[config.mk]
export PLATFORM = sky130hd
export DESIGN_NAME = pll_lock_sequencer
export DESIGN_NICKNAME = d
export VERILOG_FILES = /design/src/rtl/pll_seq_pkg.sv /design/src/rtl/sync_ff.sv /design/src/rtl/pll_lock_sequencer.sv
export SDC_FILE = /design/constraint.sdc
export NUM_CORES = 1
export LEC_CHECK = 0
export CORE_ASPECT_RATIO = 0.8
export CORE_UTILIZATION = 62
export CTS_BUF_LIST = sky130_fd_sc_hd__clkbuf_4 sky130_fd_sc_hd__clkbuf_8
export DETAILED_ROUTE_END_ITERATION = 8
export GPL_TIMING_DRIVEN = 0
export MAX_ROUTING_LAYER = met4
export PLACE_DENSITY_LB_ADDON = 0.1
export SYNTH_ARGS = -nofsm -noshare
export SYNTH_HDL_FRONTEND = slang
export SYNTH_SLANG_ARGS = --single-unit
[constraint.sdc]
create_clock -name clock_in -period 4 [get_ports clock_in]
set_input_delay 0.6 -clock clock_in [delete_from_list [all_inputs] [get_ports clock_in]]
set_output_delay 0.6 -clock clock_in [all_outputs]
set_load 0.03 [all_outputs]
[src/rtl/pll_seq_pkg.sv]
// Shared types and helpers for the PLL lock sequencer: state encoding, output bundle,
// and the timer width calculation.
package pll_seq_pkg;

  typedef enum logic [2:0] {
    ST_PLL_RST   = 3'd0,
    ST_WAIT_LOCK = 3'd1,
    ST_STABLE    = 3'd2,
    ST_RUN       = 3'd3,
    ST_FAIL      = 3'd4
  } pll_state_e;

  localparam int unsigned LOSS_W = 8;

  typedef struct packed {
    logic pll_resetb;
    logic pll_bypass;
    logic sys_rst_n;
    logic fail;
  } pll_out_t;

  // Width of a down-counter able to hold the largest of the three cycle counts.
  function automatic int unsigned timer_width(input int unsigned a, input int unsigned b,
                                              input int unsigned c);
    int unsigned m;
    m = a;
    if (b > m) m = b;
    if (c > m) m = c;
    return $clog2(m + 1);
  endfunction

  // Output pin values while resident in a state; illegal encodings look like PLL_RST.
  function automatic pll_out_t state_outputs(input pll_state_e st);
    pll_out_t o;
    o = '0;
    case (st)
      ST_WAIT_LOCK, ST_STABLE: o.pll_resetb = 1'b1;
      ST_RUN: begin
        o.pll_resetb = 1'b1;
        o.sys_rst_n  = 1'b1;
      end
      ST_FAIL: begin
        o.pll_bypass = 1'b1;
        o.sys_rst_n  = 1'b1;
        o.fail       = 1'b1;
      end
      default: ;
    endcase
    return o;
  endfunction

endpackage

[src/rtl/sync_ff.sv]
// Generic multi-flop synchronizer for a single asynchronous bit, async active-low reset.
module sync_ff #(
  parameter int unsigned STAGES = 2
) (
  input  logic clk,
  input  logic rst_n,
  input  logic d,
  output logic q
);

  logic [STAGES-1:0] sync_q;

  always_ff @(posedge clk or negedge rst_n) begin
    if (!rst_n) sync_q <= '0;
    else        sync_q <= {sync_q[STAGES-2:0], d};
  end

  assign q = sync_q[STAGES-1];

endmodule

[src/rtl/pll_lock_sequencer.sv]
// SB_PLL40 bring-up/recovery sequencer: drives RESETB/BYPASS, qualifies LOCK, gates the
// system reset, retries failed lock attempts and falls back to bypass.
module pll_lock_sequencer
  import pll_seq_pkg::*;
#(
  parameter int unsigned SYNC_STAGES        = 2,
  parameter int unsigned PLL_RST_CYCLES     = 16,
  parameter int unsigned LOCK_TIMEOUT       = 1200,
  parameter int unsigned LOCK_STABLE_CYCLES = 256,
  parameter int unsigned MAX_RETRIES        = 3
) (
  input  logic              clock_in,
  input  logic              resetb,
  input  logic              pll_locked,
  input  logic              restart_req,
  output logic              pll_resetb,
  output logic              pll_bypass,
  output logic              sys_rst_n,
  output logic              fail,
  output logic [2:0]        state_o,
  output logic [LOSS_W-1:0] loss_count
);

  localparam int unsigned TW = timer_width(PLL_RST_CYCLES, LOCK_TIMEOUT, LOCK_STABLE_CYCLES);
  localparam int unsigned RW = $clog2(MAX_RETRIES + 1);

  localparam logic [TW-1:0] RST_LOAD    = TW'(PLL_RST_CYCLES - 1);
  localparam logic [TW-1:0] TIMEOUT_LOAD = TW'(LOCK_TIMEOUT - 1);
  localparam logic [TW-1:0] STABLE_LOAD = TW'(LOCK_STABLE_CYCLES - 1);
  localparam logic [RW-1:0] MAX_R       = RW'(MAX_RETRIES);

  logic              lock_s;
  pll_state_e        state_q, state_d;
  logic [TW-1:0]     timer_q, timer_d;
  logic [RW-1:0]     retries_q, retries_d, retries_inc;
  logic [LOSS_W-1:0] loss_q, loss_d;
  pll_out_t          out_q;
  logic              timer_done;

  sync_ff #(
    .STAGES(SYNC_STAGES)
  ) u_lock_sync (
    .clk  (clock_in),
    .rst_n(resetb),
    .d    (pll_locked),
    .q    (lock_s)
  );

  assign timer_done  = (timer_q == '0);
  assign retries_inc = retries_q + 1'b1;

  always_comb begin
    state_d   = state_q;
    timer_d   = timer_q;
    retries_d = retries_q;
    loss_d    = loss_q;
    if (restart_req) begin
      state_d   = ST_PLL_RST;
      timer_d   = RST_LOAD;
      retries_d = '0;
    end else begin
      case (state_q)
        ST_PLL_RST: begin
          if (timer_done) begin
            state_d = ST_WAIT_LOCK;
            timer_d = TIMEOUT_LOAD;
          end else begin
            timer_d = timer_q - 1'b1;
          end
        end
        ST_WAIT_LOCK: begin
          // Lock arriving on the timeout edge still counts as success.
          if (lock_s) begin
            state_d = ST_STABLE;
            timer_d = STABLE_LOAD;
          end else if (timer_done) begin
            retries_d = retries_inc;
            timer_d   = RST_LOAD;
            state_d   = (retries_inc == MAX_R) ? ST_FAIL : ST_PLL_RST;
          end else begin
            timer_d = timer_q - 1'b1;
          end
        end
        ST_STABLE: begin
          if (!lock_s) begin
            state_d = ST_WAIT_LOCK;
            timer_d = TIMEOUT_LOAD;
          end else if (timer_done) begin
            state_d   = ST_RUN;
            retries_d = '0;
          end else begin
            timer_d = timer_q - 1'b1;
          end
        end
        ST_RUN: begin
          if (!lock_s) begin
            state_d = ST_PLL_RST;
            timer_d = RST_LOAD;
            if (loss_q != '1) loss_d = loss_q + 1'b1;
          end
        end
        ST_FAIL: ;
        default: begin
          state_d   = ST_PLL_RST;
          timer_d   = RST_LOAD;
          retries_d = '0;
        end
      endcase
    end
  end

  // Pins are decoded from the next state so every output comes straight off a flop.
  always_ff @(posedge clock_in or negedge resetb) begin
    if (!resetb) begin
      state_q   <= ST_PLL_RST;
      timer_q   <= RST_LOAD;
      retries_q <= '0;
      loss_q    <= '0;
      out_q     <= state_outputs(ST_PLL_RST);
    end else begin
      state_q   <= state_d;
      timer_q   <= timer_d;
      retries_q <= retries_d;
      loss_q    <= loss_d;
      out_q     <= state_outputs(state_d);
    end
  end

  assign pll_resetb = out_q.pll_resetb;
  assign pll_bypass = out_q.pll_bypass;
  assign sys_rst_n  = out_q.sys_rst_n;
  assign fail       = out_q.fail;
  assign state_o    = state_q;
  assign loss_count = loss_q;

endmodule

[Word level (Yosys, flattened, before mapping)]
Cells that the tools add are included.
W data, S select, Z words.
Storage, ports and cells
  register bits: 29
  input port bits: 4
  output and inout bits: 15
  logic and storage cells: 65
Operators by class
  $add $sub $neg: 3
  eq/ne operators: 18
  muxes and demuxes: 26
  bitwise gates (word level): 2
  reductions and logical operators: 8
Operators by type and width (number)
  $mux W11: 7
  $pmux W11 S5: 1
  $mux W3: 8
  $pmux W3 S5: 1
  $eq A3 B2 Y1 const B: 4
  $ne A3 B3 Y1 const B: 4
  $logic_not A11 Y1: 1
  $sub A11 B1 Y11 const B: 1
  $mux W2: 5
  $add A8 B1 Y8 const B: 1
  $ne A8 B8 Y1 const B: 1
  $eq A3 B1 Y1 const B: 2
  $eq A3 B3 Y1 const B: 2
  $pmux W2 S3: 1
  $reduce_or A3 Y1: 2
  $reduce_and A5 Y1: 1
  $ne A4 B4 Y1 const B: 1
  $reduce_and A4 Y1: 1
  $logic_not A3 Y1: 1
  $mux W1: 3
  $ne A3 B2 Y1 const B: 1
  $reduce_and A3 Y1: 1
  $add A2 B1 Y2 const B: 1
  $eq A2 B2 Y1 const B: 1
  other kinds (4): 5

[Logic depth before layout (Yosys ltp)]
  depth in word-level cells: 10
  mapped depth: 8

[Modules after synthesis]
A second synthesis with hierarchy kept.
Second synthesis, totals
  cells, all modules: 174
  area, all modules: 1690.4 um^2
Modules (own cells, without submodules)
  pll_lock_sequencer: times used 1, cells each 172, area an instance 1640.3 um^2, sequential area each 680.7 um^2
  sync_ff: times used 1, cells each 2, area an instance 50.0 um^2, sequential area each 50.0 um^2

[Worst setup path after synthesis]
No wires, ideal clock.
  path kind: reg-to-reg
  from: register timer_q[0]
  to: register retries_q[0]
  arrival time: 1.893 ns
  required time: 3.864 ns
  path slack: 1.970 ns
  cell stages (with the launch flop): 8
  buffers on the path: 0
  period minus slack after synthesis: 2.030 ns
  cell sequence: dfstp_2 -> inv_1 -> ha_1 -> nor3b_1 -> nand3_1 -> or4_1 -> o211ai_1 -> a21oi_1
On the way
  longest elaborated chain between the ends: 3
Ends and longest elaborated chain
  from (decl): line pll_lock_sequencer.sv:34  | logic [TW-1:0] timer_q, timer_d;
  from (signal assigned): line pll_lock_sequencer.sv:122  | timer_q <= timer_d;
  $logic_not A11 Y1 *: line pll_lock_sequencer.sv:49  | assign timer_done = (timer_q == '0);
  $ne A3 B3 Y1 (no line)
  $reduce_and A5 Y1 (no line) *
  to (signal assigned): line pll_lock_sequencer.sv:123  | retries_q <= retries_d;
  to (decl): line pll_lock_sequencer.sv:35  | logic [RW-1:0] retries_q, retries_d, retries_inc;
Mark *: on every way between the ends. The rest lies on a longest branch, timed or not.
A chain may end at the register's enable or synchronous reset.

[Final worst setup path]
Same ends and word-level chain as after synthesis.

==> reports/qor.txt <==
Hold Violations, Final: 0
Worst Tran Pin Value: 0.6469 ns
Post-Syn Instances: 195
Final setup viols: 0
vias: 1664
leakage: 0.0008205 uW
Final GP Congestion: 0.9281
layout cell share with drive strength beyond 1: 0.1041
busiest layer in global routing: met1
cts bufs inserted: 5
most frequent cells in the layout: dfrtp_1 (25), clkdlybuf4s50_1 (17), nor2_1 (15)
M1 GR Usage: 0.4752
Clock Tree Root: clkbuf_4
# rows: 16
cts repair resizes: 0
CORE AREA: 2542 um2
CP required: 4.18 ns
Max FO, Critical Path: 8
Ant. Diodes: 0
pwr dens: 276.6 nW/um2
initial antenna violation count: 0
clk sinks: 29
detailed placement HPWL: 3123 um
largest net degree at the start of global routing: 30
DIE AREA: 3014 um2
DRC violations left: 0
Layout Nets: 227
crit path DAT: 2.74 ns
Pins Over Slew Limit: 0
CP Capture Type: flop
CTS tree: built
port bufs: 18
register area share after synthesis: 0.4214
Worst VDD drop: 221.2 uV
Setup Skew: 0.009905 ns
r2r worst-path depth: 7
# H-tree levels: 2
crit path time final: 2.561 ns
number of synthesized flops with an enable pin: 0
CTS Buffer Depth: 2
max-cap violations: 0
Initial DRT Pass Iterations: 5
Cell Area, Synth: 1734 um2
worst setup path category: reg2reg
vias in the first global route: 1471
Vias/cell: 6.475
met3 GRT Util: 0.08223
class of the worst hold path: in2async
Worst R2R Setup Slack: 1.44 ns
Crit Reg-Reg Startpoint: timer_q[0]
synthesis-to-finish area growth: 16.16%
distinct cell type count after synthesis: 53
RSZ-0062 raised after global routing: no
worst skew pair latency: 0.32 ns
Routed Antenna Nets: 0
Fmax: 0.3904 GHz
Die Y: 49.31 um
First DRT Iteration DRCs: 182
CTS Hold Buffers Added: 0
critical path startpoint category: flop
fill cell count: 180
FFs w/ async S/R, synth: 1.000
Reg-to-Reg End: retries_q[0]
top_reg_cell synth: dfrtp_1
commonest non-fill, non-tap cell in the layout: dfrtp_1
synth warn: 0
met2 usage: 0.4457
Mapped Avg Cell Area: 8.893 um2
starting density of the core: 0.6821
drt total wl: 4264 um
syn_nets: 202
first-pass GRT wire length: 7093 um
setup bufs post-CTS: 0
relative slew slack: 0.5688
Top Ports: 19
setup TNS: 0 ns
FF+latch count, synth: 29
Overflow after GRT: 0
chip width: 61.13 um
Fin Hold WS: 0.2949 ns
Clock Pin Slew Worst Setup and Hold Paths: 0.09 ns
overall global routing resource usage: 0.3285
Final Cycle Share: 0.6403
average wire per standard cell: 16.59 um
outcome: finished, final reports clean
cell type report:
type                    instances  area (um2)  area share
multi-input cells             143       908.4      0.4509
inverters                      10       37.54     0.01863
well taps                      36       45.04     0.02236
clock buffers                   8       60.06     0.02981
flip-flops and latches         29       730.7      0.3627
plain buffers                  13       57.56     0.02857
repair buffers                 18       175.2     0.08696
synthesized netlist by cell type, types with 3 or more instances:
cell,number,area share
dfrtp_1,25,0.36
nor2_1,15,0.032
a21oi_1,12,0.035
nor3_1,12,0.035
nand2_1,11,0.024
inv_1,10,0.022
nand2b_1,8,0.029
o21ai_0,8,0.023
clkbuf_1,7,0.015
nand3_1,6,0.017
nor4_1,5,0.018
a31oi_1,4,0.014
buf_2,4,0.012
dfstp_2,4,0.061
o22ai_1,4,0.014
or3_1,4,0.014
or4_1,4,0.017
xor2_1,4,0.020
ha_1,3,0.022
nand4_1,3,0.011
o31ai_1,3,0.013
xnor2_1,3,0.015
sequential cells by signal, summed over array words and instances, names as in the netlist:
| name | flops |
|---|---|
| u_lock_sync.sync_q | 2 |
| sys_rst_n | 1 |
| timer_q | 11 |
| fail | 1 |
| state_o | 3 |
| loss_count | 8 |
| retries_q | 2 |
| pll_resetb | 1 |
worst max-delay path, cell delays in order, from the launching register on:
cell	delay, ns
dfstp_2	0.39
inv_1	0.10
ha_1	0.22
nor3b_1	0.56
nand3_1	0.42
or4_1	0.57
o211ai_1	0.12
a21oi_1	0.06
how the worst max path moves through the flow:
stage	start	endpoint	slack, ns	depth (start not counted)
global route	timer_q[0]	retries_q[0]	1.28	7
global placement	timer_q[0]	retries_q[0]	1.60	7
detailed placement	timer_q[0]	retries_q[0]	1.55	7
finish	timer_q[0]	retries_q[0]	1.44	7
floorplan	timer_q[0]	retries_q[0]	1.97	7
CTS	timer_q[0]	retries_q[0]	1.51	7
routing by layer:
| metal | wire, um | vias to the layer above |
|---|---|---|
| met5 | 0 | - |
| met4 | 88 | 0 |
| met3 | 306 | 13 |
| met2 | 1955 | 73 |
| met1 | 1914 | 808 |
| li1 | - | 770 |
per-stage QoR:
step	utilization	worst slack (ns)	power [uW]	std cells	instance area, um2
3_5_place_dp	0.7707	1.547	376.4	249	1959
2_1_floorplan	-	1.970	352.7	195	1734
4_1_cts	0.7943	1.515	558.9	257	2019
5_1_grt	0.7923	1.279	580.0	257	2014
3_3_place_gp	0.7707	1.595	373.1	249	1959
6_report	0.7923	1.439	557.3	257	2014
cell families (layout without fill, tap and decap cells):
kind of cell    count (synthesis)  count (layout)  share of synthesized area
buf+inv                        23              49                    0.05484
xor+xnor                        7               7                    0.03535
simple gates                   81              81                     0.2619
fa+ha+maj                       3               3                    0.02165
compound gates                 50              50                     0.1927
mux                             2               2                    0.01227
flops                          29              29                     0.4214
power breakdown:
group | leakage, uW | total (uW) | internal (uW) | switching [uW]
logic | 0.000409 | 48.5 | 18.9 | 29.6
registers | 0.000375 | 322 | 309 | 13.2
clock network | 0.0000368 | 186 | 90.3 | 96.2
total | 0.000820 | 557 | 418 | 139
No activity file was read; power rests on OpenSTA's default activity.
